$ cat config.mk
export PLATFORM = sky130hd
export DESIGN_NAME = reorder_buffer
export DESIGN_NICKNAME = d
export VERILOG_FILES = /design/src/rtl/reorder_buffer.sv
export SDC_FILE = /design/constraint.sdc
export NUM_CORES = 1
export LEC_CHECK = 0
export BUFFER_PORTS_ARGS = -buffer_cell sky130_fd_sc_hd__buf_2
export CORE_UTILIZATION = 54
export DETAILED_ROUTE_END_ITERATION = 10
export PLACE_DENSITY_LB_ADDON = 0.25
export SETUP_SLACK_MARGIN = 0.2
export SLEW_MARGIN = 20
export SYNTH_ARGS = -nofsm -noshare
export SYNTH_HDL_FRONTEND = slang
export SYNTH_SLANG_ARGS = --single-unit
$ cat constraint.sdc
create_clock -name clk -period 4.75 [get_ports clk]
set_input_delay 0.95 -clock clk [delete_from_list [all_inputs] [get_ports clk]]
set_output_delay 0.95 -clock clk [all_outputs]
set_load 0.005 [all_outputs]
$ cat src/rtl/reorder_buffer.sv
// Circular in-order reorder buffer: grants ROB ids to decode, collects out-of-order
// writebacks from ALU/MEM/MUL and retires the head entry in program order.
module reorder_buffer #(
  parameter int WORD_SIZE       = 32,
  parameter int ROB_ENTRIES     = 8,
  parameter int ROB_ENTRY_WIDTH = 3,
  parameter int REG_INDEX_SIZE  = 5
) (
  input  logic                       clk,
  input  logic                       rst,
  // allocation
  input  logic                       require_rob_entry,
  input  logic                       is_store,
  input  logic [REG_INDEX_SIZE-1:0]  rd,
  output logic                       full,
  output logic [ROB_ENTRY_WIDTH-1:0] assigned_rob_id,
  // writeback ports
  input  logic                       alu_wb_bypass_enable,
  input  logic [ROB_ENTRY_WIDTH-1:0] alu_wb_rob_id,
  input  logic [WORD_SIZE-1:0]       alu_wb_data,
  input  logic                       mem_wb_bypass_enable,
  input  logic [ROB_ENTRY_WIDTH-1:0] mem_wb_rob_id,
  input  logic [WORD_SIZE-1:0]       mem_wb_data,
  input  logic                       mul_wb_bypass_enable,
  input  logic [ROB_ENTRY_WIDTH-1:0] mul_wb_rob_id,
  input  logic [WORD_SIZE-1:0]       mul_wb_data,
  // operand lookup for the decode forward unit
  input  logic [ROB_ENTRY_WIDTH-1:0] rs1_rob_entry,
  input  logic [ROB_ENTRY_WIDTH-1:0] rs2_rob_entry,
  output logic [WORD_SIZE-1:0]       rob_s1_data,
  output logic                       rob_s1_valid,
  output logic [WORD_SIZE-1:0]       rob_s2_data,
  output logic                       rob_s2_valid,
  // commit
  output logic                       commit,
  output logic [REG_INDEX_SIZE-1:0]  commit_rd,
  output logic [ROB_ENTRY_WIDTH-1:0] commit_rob_id,
  output logic                       store_commit,
  output logic                       wenable_rf,
  output logic [REG_INDEX_SIZE-1:0]  reg_in,
  output logic [WORD_SIZE-1:0]       din
);

  localparam int CNT_W = ROB_ENTRY_WIDTH + 1;

  typedef struct packed {
    logic                      busy;
    logic                      ready;
    logic                      is_store;
    logic [REG_INDEX_SIZE-1:0] rd;
    logic [WORD_SIZE-1:0]      data;
  } rob_entry_t;

  rob_entry_t                 entry_q [ROB_ENTRIES];
  logic [ROB_ENTRY_WIDTH-1:0] head_q;
  logic [ROB_ENTRY_WIDTH-1:0] tail_q;
  logic [CNT_W-1:0]           count_q;

  logic                       alloc;
  logic [ROB_ENTRIES-1:0]     wb_hit;
  logic [WORD_SIZE-1:0]       wb_data [ROB_ENTRIES];
  rob_entry_t                 head_entry;

  // Allocation handshake: require_rob_entry is the valid, !full is the ready; an id
  // is granted only in a cycle where both are high, otherwise decode holds the request.
  assign full            = (count_q == CNT_W'(ROB_ENTRIES));
  assign assigned_rob_id = tail_q;
  assign alloc           = require_rob_entry && !full;

  // Later assignments win, so port priority is mem > mul > alu on a shared id.
  always_comb begin
    for (int i = 0; i < ROB_ENTRIES; i++) begin
      wb_hit[i]  = 1'b0;
      wb_data[i] = '0;
      if (alu_wb_bypass_enable && alu_wb_rob_id == ROB_ENTRY_WIDTH'(i)) begin
        wb_hit[i]  = 1'b1;
        wb_data[i] = alu_wb_data;
      end
      if (mul_wb_bypass_enable && mul_wb_rob_id == ROB_ENTRY_WIDTH'(i)) begin
        wb_hit[i]  = 1'b1;
        wb_data[i] = mul_wb_data;
      end
      if (mem_wb_bypass_enable && mem_wb_rob_id == ROB_ENTRY_WIDTH'(i)) begin
        wb_hit[i]  = 1'b1;
        wb_data[i] = mem_wb_data;
      end
    end
  end

  assign head_entry    = entry_q[head_q];
  assign commit        = head_entry.busy && head_entry.ready;
  assign commit_rob_id = head_q;
  assign commit_rd     = head_entry.rd;
  assign reg_in        = head_entry.rd;
  assign din           = head_entry.data;
  assign store_commit  = commit && head_entry.is_store;
  assign wenable_rf    = commit && !head_entry.is_store && (head_entry.rd != '0);

  // Lookups read registered state only; same-cycle writebacks are the forward unit's job.
  assign rob_s1_data  = entry_q[rs1_rob_entry].data;
  assign rob_s1_valid = entry_q[rs1_rob_entry].busy && entry_q[rs1_rob_entry].ready;
  assign rob_s2_data  = entry_q[rs2_rob_entry].data;
  assign rob_s2_valid = entry_q[rs2_rob_entry].busy && entry_q[rs2_rob_entry].ready;

  // The tail slot is never busy while allocation is possible, so alloc and commit
  // never target the same entry; the commit clear is placed last so it always wins.
  always_ff @(posedge clk or negedge rst) begin
    if (!rst) begin
      for (int i = 0; i < ROB_ENTRIES; i++) begin
        entry_q[i] <= '0;
      end
      head_q  <= '0;
      tail_q  <= '0;
      count_q <= '0;
    end else begin
      for (int i = 0; i < ROB_ENTRIES; i++) begin
        if (wb_hit[i] && entry_q[i].busy) begin
          entry_q[i].ready <= 1'b1;
          entry_q[i].data  <= wb_data[i];
        end
        if (alloc && tail_q == ROB_ENTRY_WIDTH'(i)) begin
          entry_q[i].busy     <= 1'b1;
          entry_q[i].ready    <= 1'b0;
          entry_q[i].is_store <= is_store;
          entry_q[i].rd       <= rd;
        end
        if (commit && head_q == ROB_ENTRY_WIDTH'(i)) begin
          entry_q[i].busy  <= 1'b0;
          entry_q[i].ready <= 1'b0;
        end
      end
      if (alloc) begin
        tail_q <= tail_q + ROB_ENTRY_WIDTH'(1);
      end
      if (commit) begin
        head_q <= head_q + ROB_ENTRY_WIDTH'(1);
      end
      count_q <= count_q + CNT_W'(alloc) - CNT_W'(commit);
    end
  end

endmodule
### After elaboration in Yosys (flattened, before gate mapping)

Cells that the tools add are included.
W data, S select, Z words.

* bits in registers: 330
* latch bits: 0
* bits in writable memories: 0
* memory bits (read-only): 0
* input port bits: 123
* output and inout port bits: 118
* logic and storage cells: 249
* memories kept: 0

* $add $sub $neg: 4
* $mul: 0
* div/mod/pow operators: 0
* $lt $le $gt $ge: 3
* equal/unequal tests: 36
* shift-type cells: 0
* multiplexer cells: 81
* bitwise operators: 3
* reductions and logical operators: 79

Operators by type and width (count)
* $mux W32: 24
* $bmux W40 S3: 3
* $mux W40: 6
* $mux W8: 8
* $eq A3 B3 Y1 const B: 20
* $logic_and A1 B1 Y1: 55
* $mux W1: 32
* $eq A3 B2 Y1 const B: 10
* $reduce_bool A3 Y1: 8
* $mux W2: 8
* $reduce_bool A2 Y1: 8
* $eq A3 B1 Y1 const B: 5
* $logic_not A3 Y1: 5
* $ge A4 B4 Y1 const B: 3
* $not A3 Y4: 3
* $add A3 B1 Y3 const B: 2
* $reduce_bool A5 Y1: 1
* $add A4 B1 Y4: 1
* $eq A4 B4 Y1 const B: 1
* $sub A4 B1 Y4: 1
* $logic_not A1 Y1: 2

### Longest topological paths before layout

Gate-level depths: netlist of the first run.

* depth in word-level cells: 9
* mapped depth: 11
* mapped depth without buffers: 10

### Worst setup path after synthesis of the first run

Ideal clock, no wire load.

* path type: input to output
* start point: input rs1_rob_entry[0]
* end point: output rob_s1_data[23]
* arrival time: 2.287 ns
* required time: 3.800 ns
* path slack: 1.513 ns
* cell stages on the path: 3
* path buffers: 1
* path through: clkbuf_1 mux4_2 mux2_2

* cells in the longest elaborated chain, start to end: 4

RTL lines
* from (decl): RTL line 28 `input logic [ROB_ENTRY_WIDTH-1:0] rs1_rob_entry,`
* $not A3 Y4 (not written as such): RTL line 100 `assign rob_s1_data = entry_q[rs1_rob_entry].data;`
* $bmux W40 S3: RTL line 100
* $mux W40 (2 in series)
* to (decl): RTL line 30 `output logic [WORD_SIZE-1:0] rob_s1_data,`

No other way between the ends. The select of a mux whose other input is x is not followed.

### Worst setup path in the final report of the first run

* start point: register head_q[0] (netlist: commit_rob_id[0])
* end point: output din[1]

* cells in the longest elaborated chain, start to end: 4

RTL lines
* from (decl): RTL line 55 `logic [ROB_ENTRY_WIDTH-1:0] head_q;`
* from (signal assigned): RTL line 136 `head_q <= head_q + ROB_ENTRY_WIDTH'(1);`
* $not A3 Y4 (not written as such): RTL line 90 `assign head_entry = entry_q[head_q];`
* $bmux W40 S3: RTL line 90
* $mux W40 (not written as such) (2 in series): RTL line 90
* to (decl): RTL line 41 `output logic [WORD_SIZE-1:0] din`

No other way between the ends. The select of a mux whose other input is x is not followed.

==> reports/qor.txt, run 1 <==
RSZ-0062 raised after global routing: no
Num CTS Buffers: 40
cell count of the worst reg-to-reg path: 9
Die X: 215.3 µm
vias in the first global route: 20910
worst min path class: in2async
synth warn: 0
clock skew: 0.01812 ns
Synth Register Bits: 330
Design Power: 0.01467 W
Slew HR: 22.29%
required time of the worst setup path: 3.80 ns
peak supply drop: 0.0002764 V
Final Max Slew Viols: 0
Placer Congestion: 0.8734
worst reg2reg endpoint: count_q[1]$_DFF_PN0_
CTS tree: done
Die ar.: 46370 µm²
synthesis-to-finish area growth: 10.32%
CP arrival: 3.04 ns
mapped cell area: 24570 µm²
fin util: 60.91%
Final Cycle Share: 84.07%
Skew-Pair Late Insertion Delay: 0.58 ns
crit path max fanout: 35
Remaining DRCs: 0
R2R Path Start: commit_rob_id[0]$_DFFE_PN0P_
DR vias: 20760
final wirelength: 83.79 mm
largest net degree at the start of global routing: 138
total core area: 44510 µm²
Metal-1 WL: 31.85 mm
Final setup viols: 0
Synth Flop Type: dfrtp_1
Syn Inst Count: 2288
Clk pin slew, worst setup/hold paths: 0.06 ns
WL met2: 39.05 mm
Max Clk Rate: 250.4 MHz
first-pass GRT wire length: 127.7 mm
drt wl/cell: 28.47 µm
Met3 Wirelength: 9.109 mm
initial antenna violation count: 18
setup TNS: 0 ns
vias per inst: 7.055
initial DRC count: 2451
Net Count, Synth: 2429
outcome: finished clean
cell total after placement: 2857
root buffer cell: clkbuf_16
cell accounting for the most synthesized area: dfrtp_1
Layout Cells excl Fill: 2943
Max Cap Viol: 0
GRT overflow: 0
reg-to-reg slack, setup: 1.57 ns
Async SR Flop Fraction: 100.0%
Tightest Pin Transition: 1.165 ns
total track usage: 36.24%
CTS sink cnt: 330
htree depth: 2
synthesized area per cell: 10.74 µm²
io pins: 241
post-synthesis cell type count: 56
Setup CP Type: reg2out
Std-Cell Rows: 77
top-area cell type share of the netlist area: 33.60%
die height: 215.3 µm
clk buf depth: 3
Post-synth EDFFs: 0
Final nets: 2448
CP startpoint kind: register
HPWL after DPL: 52.21 mm
largest cells by area after synthesis: dfrtp_1 (34%), mux4_2 (19%), mux2i_1 (8.6%)
post-CTS sizing: 0
critical path capture point type: output pin
post-CTS setup buffers: 0
max layer used: met5
Antenna Nets Post-Route: 0
sequential cell area fraction in the yosys report: 33.60%
share of cells above drive strength 1: 31.45%
post-route minimum period: 3.993 ns
most frequent cells in the layout: dfrtp_1 (327), nand2_1 (261), buf_2 (237), mux2i_1 (211), mux4_2 (207)
final hold viol count: 0
First-pass DRT Iterations: 6
Starting Density: 55.21%
most common cell after layout, fill and taps aside: dfrtp_1
Port Buf Inserts: 240
pwr/cell area: 541.1 nW/µm²
Post-CTS Hold Buffers: 0
leak pwr: 12.07 nW
==> critical path, stage by stage (launching register included) <==
cell and delay [ns]:
dfrtp_4 0.90, buf_4 0.62, mux4_2 0.58, nand2_1 0.09, nand2_1 0.12, buf_2 0.16
==> cells in the mapped netlist, drive strengths merged, types with 17 or more instances <==
cell     count
buf        178
mux2       119
nor2       195
mux2i      212
a21oi       67
inv         32
ha          17
mux4       207
a221oi      35
o31ai       38
dfrtp      330
o21ai       72
clkbuf     139
a211oi      68
nand2      261
a21o        99
a2bb2oi    127
a311oi      28
==> through the flow <==
step	hold slack [ns]	cell area, µm²	setup WS [ns]
after floorplan	0.4732	24570	1.513
after global placement	0.4816	25760	1.036
after detailed placement	0.4880	25760	0.9701
after CTS	0.2237	27080	0.7189
after global routing	0.2350	27100	0.6143
final	0.2259	27110	0.7567
==> cell families after synthesis <==
kind of cell | Yosys count | synth area share [%]
AOI/OAI and AO/OA | 549 | 16.85
xor gates and xnor gates | 4 | 0.1425
adders and majority gates | 18 | 0.9470
buffers and inverters | 349 | 6.435
DFF | 330 | 33.60
muxes | 538 | 33.11
and+or+nand+nor | 500 | 8.910
==> report_power, final <==
group	switching, W	leakage, nW	internal, W
combinational	0.00275	7.31	0.00348
clock	0.00127	0.647	0.00185
sequential	0.00135	4.11	0.00397
total	0.00537	12.1	0.00930
==> final cells by class <==
type	instances	area (µm²)
inverter	32	122.6
sequential	330	8267
clock inverter	7	70.07
fill	3604	17400
antenna	14	35.03
tap	592	740.7
clock buffer	65	1246
multi-input combinational	1609	14900
timing repair buffer	294	1734
==> routing by layer <==
layer  up-vias  GRT usage [%]
met1     10510          47.99
met2      1301          56.20
met4         6          17.71
li1       8648              -
met5         -              0
met3       295          8.450
==> worst max path at each step <==
stage                                             from         endpoint  slack, ns  cells after the start
after floorplan                       rs1_rob_entry[0]  rob_s1_data[23]       1.51                      3
after global placement                rs2_rob_entry[0]  rob_s2_data[24]       1.04                      5
after detailed placement              rs2_rob_entry[0]  rob_s2_data[26]       0.97                      5
after CTS                 commit_rob_id[0]$_DFFE_PN0P_           din[1]       0.72                      5
after global routing      commit_rob_id[0]$_DFFE_PN0P_           din[9]       0.61                      5
final                     commit_rob_id[0]$_DFFE_PN0P_           din[1]       0.76                      5
==> registers in the layout, summed over array words and instances, names as in the netlist <==
signal	count
entry_q	320
commit_rob_id	3
count_q	4
assigned_rob_id	3
Power figures use the tool's default switching activity.
==> run 2, diff against run 1 <==
Clock period 4.75 ns to 3.45 ns, I/O delays scaled along.
==> reports/qor.txt, run 2 (synthesized netlist as in run 1, its figures left out) <==
First-pass DRT Iterations: 6 (unchanged)
Final nets: 2486 (was 2448)
reg-to-reg slack, setup: 0.82 ns (was 1.57 ns)
cell count of the worst reg-to-reg path: 9 (unchanged)
initial DRC count: 2425 (was 2451)
fin worst setup slack: 0.2718 ns (was 0.7567 ns)
CP bufs+invs: 3 (was 2)
Antenna Nets Post-Route: 0 (unchanged)
grt met1 use: 47.88% (was 47.99%)
HPWL after DPL: 55.68 mm (was 52.21 mm)
switching pwr: 0.007517 W (was 0.005368 W)
drt wl/cell: 28.41 µm (was 28.47 µm)
die height: 215.3 µm (unchanged)
most frequent cells in the layout: dfrtp_1 (327), nand2_1 (261), buf_2 (237), mux2i_1 (211), mux4_2 (207) (unchanged)
Slew HR: 28.78% (was 22.29%)
htree depth: 2 (unchanged)
clk buf depth: 3 (unchanged)
RSZ-0062 raised after global routing: no (unchanged)
Most flops, register: entry_q (unchanged)
GR Layer Usage met2: 56.49% (was 56.20%)
root buffer cell: clkbuf_16 (unchanged)
sw frac: 36.74% (was 36.59%)
vias in the first global route: 21080 (was 20910)
required time of the worst setup path: 2.76 ns (was 3.80 ns)
Final setup viols: 0 (unchanged)
CP Depth: 6 (was 5)
Placer Congestion: 0.8982 (was 0.8734)
Post-CTS Hold Buffers: 0 (unchanged)
largest net degree at the start of global routing: 80 (was 138)
power share of the clock group: 21.2% (was 21.3%)
CP arrival: 2.49 ns (was 3.04 ns)
Remaining DRCs: 0 (unchanged)
first-pass GRT wire length: 128.9 mm (was 127.7 mm)
Final Max Slew Viols: 0 (unchanged)
final hold viol count: 0 (unchanged)
total track usage: 36.63% (was 36.24%)
GRT overflow: 0 (unchanged)
leak pwr: 12.31 nW (was 12.07 nW)
crit-path cells: inv_4, mux4_2, mux2i_4, buf_4, o211a_1, buf_2 (was buf_4, mux4_2, nand2_1, nand2_1, buf_2)
critical path capture point type: output pin (unchanged)
clock skew: 0.01571 ns (was 0.01812 ns)
Final Cycle Share: 92.12%
Die ar.: 46370 µm² (unchanged)
CTS sink cnt: 330 (unchanged)
vias per inst: 7.011 (was 7.055)
combinational power share: 43.7% (was 42.5%)
worst reg2reg endpoint: count_q[2]$_DFF_PN0_ (was count_q[1]$_DFF_PN0_)
Most Used Layer, Global Route: met2 (unchanged)
final wirelength: 84.86 mm (was 83.79 mm)
R2R Path Start: commit_rob_id[0]$_DFFE_PN0P_ (unchanged)
synthesis-to-finish area growth: 12.16% (was 10.32%)
sequential power share: 35.0% (was 36.3%)
total core area: 44510 µm² (unchanged)
biggest regs: entry_q: 320 flops, count_q: 4 flops (unchanged)
M3 GR Usage: 9.328% (was 8.450%)
CP startpoint kind: register (unchanged)
io pins: 241 (unchanged)
Filler cells: 3613 (was 3604)
Die X: 215.3 µm (unchanged)
max reg flops: 320 (unchanged)
Std-Cell Rows: 77 (unchanged)
Crit path max-delay family: multiplexers (was flip-flops)
Worst path max stage delay: 0.58 ns (was 0.90 ns)
Starting Density: 55.21% (unchanged)
Clk pin slew, worst setup/hold paths: 0.06 ns (about the same)
Setup CP Type: reg2out (unchanged)
crit path max fanout: 9 (was 35)
pwr/cell area: 742.2 nW/µm² (was 541.1 nW/µm²)
DR vias: 20940 (was 20760)
most common cell after layout, fill and taps aside: dfrtp_1 (unchanged)
Tightest Pin Transition: 1.068 ns (was 1.165 ns)
Max Clk Rate: 314.6 MHz
CTS tree: done (unchanged)
Pint: 0.01294 W (was 0.009302 W)
post-route minimum period: 3.178 ns
slowest CP cell: mux4_2 (was dfrtp_4)
Max Cap Viol: 0 (unchanged)
post-place setup slack: 0.3975 ns (was 0.9701 ns)
outcome: finished clean (unchanged)
peak supply drop: 0.0004304 V (was 0.0002764 V)
initial antenna violation count: 23 (was 18)
worst min path class: in2async (unchanged)
Num CTS Buffers: 41 (was 40)
share of cells above drive strength 1: 32.56% (was 31.45%)
setup TNS: 0 ns (unchanged)
Skew-Pair Late Insertion Delay: 0.57 ns (was 0.58 ns)
Port Buf Inserts: 240 (unchanged)
run 2: changes by cell type in the layout (fill, tap and decap cells not counted), moves of 2 or more:
| cell | before | now |
|---|---|---|
| buf_12 | 9 | 20 |
| diode_2 | 14 | 18 |
| clkinv_2 | 3 | 6 |
| clkbuf_16 | 41 | 43 |
| buf_6 | 0 | 2 |
| buf_4 | 47 | 71 |
| clkinvlp_4 | 1 | 3 |
| clkbuf_8 | 13 | 9 |
run 2: area by class of cell:
cell class / instances / area, µm² / area share, %
multi-input combinational: 1609 / 14900 / 54.04
timing repair buffer: 331 / 2157 / 7.826
antenna: 18 / 45.04 / 0.1634
inverter: 32 / 122.6 / 0.4448
clock buffer: 64 / 1245 / 4.517
clock inverter: 11 / 91.34 / 0.3314
sequential: 330 / 8267 / 29.99
tap: 592 / 740.7 / 2.687
run 2: what timing repair did:
| item | CTS | global route |
|---|---|---|
| resized for setup | 2 | 0 |
| endpoints found under the setup margin | 1 | 0 |
| setup buffers | 2 | 0 |
run 2: power by group through the flow:
stage,logic [W],clock network [W],registers (W)
5_1_grt,0.00963,0.00453,0.00735
3_5_place_dp,0.00887,0,0.00716
2_1_floorplan,0.00653,0,0.00643
3_3_place_gp,0.00861,0,0.00703
6_report,0.00894,0.00435,0.00717
4_1_cts,0.00895,0.00438,0.00711
run 2: per-stage QoR:
stage | total power, W | area, µm² | utilization [%] | std cells | hold WS [ns]
4_1_cts | 0.02044 | 27520 | 61.83 | 2969 | 0.07943
3_3_place_gp | 0.01564 | 26160 | 58.77 | 2892 | 0.4819
5_1_grt | 0.02151 | 27550 | 61.90 | 2982 | 0.1045
2_1_floorplan | 0.01296 | 24570 | - | 2288 | 0.3944
6_report | 0.02046 | 27560 | 61.93 | 2987 | 0.07075
3_5_place_dp | 0.01603 | 26160 | 58.77 | 2892 | 0.4892
run 2: how the worst max path moves through the flow:
stage | startpoint | to
floorplan | rs1_rob_entry[0] | rob_s1_data[23]
global placement | rs1_rob_entry[0] | rob_s1_data[8]
detailed placement | rs1_rob_entry[0] | rob_s1_data[8]
CTS | commit_rob_id[0]$_DFFE_PN0P_ | wenable_rf
global route | commit_rob_id[0]$_DFFE_PN0P_ | wenable_rf
finish | commit_rob_id[0]$_DFFE_PN0P_ | wenable_rf
run 2: routing by layer:
| layer | share of wire [%] | vias up |
|---|---|---|
| met5 | 0.087 | - |
| met4 | 4.9 | 12 |
| met3 | 11 | 283 |
| met2 | 46 | 1355 |
| met1 | 37 | 10560 |
| li1 | - | 8732 |
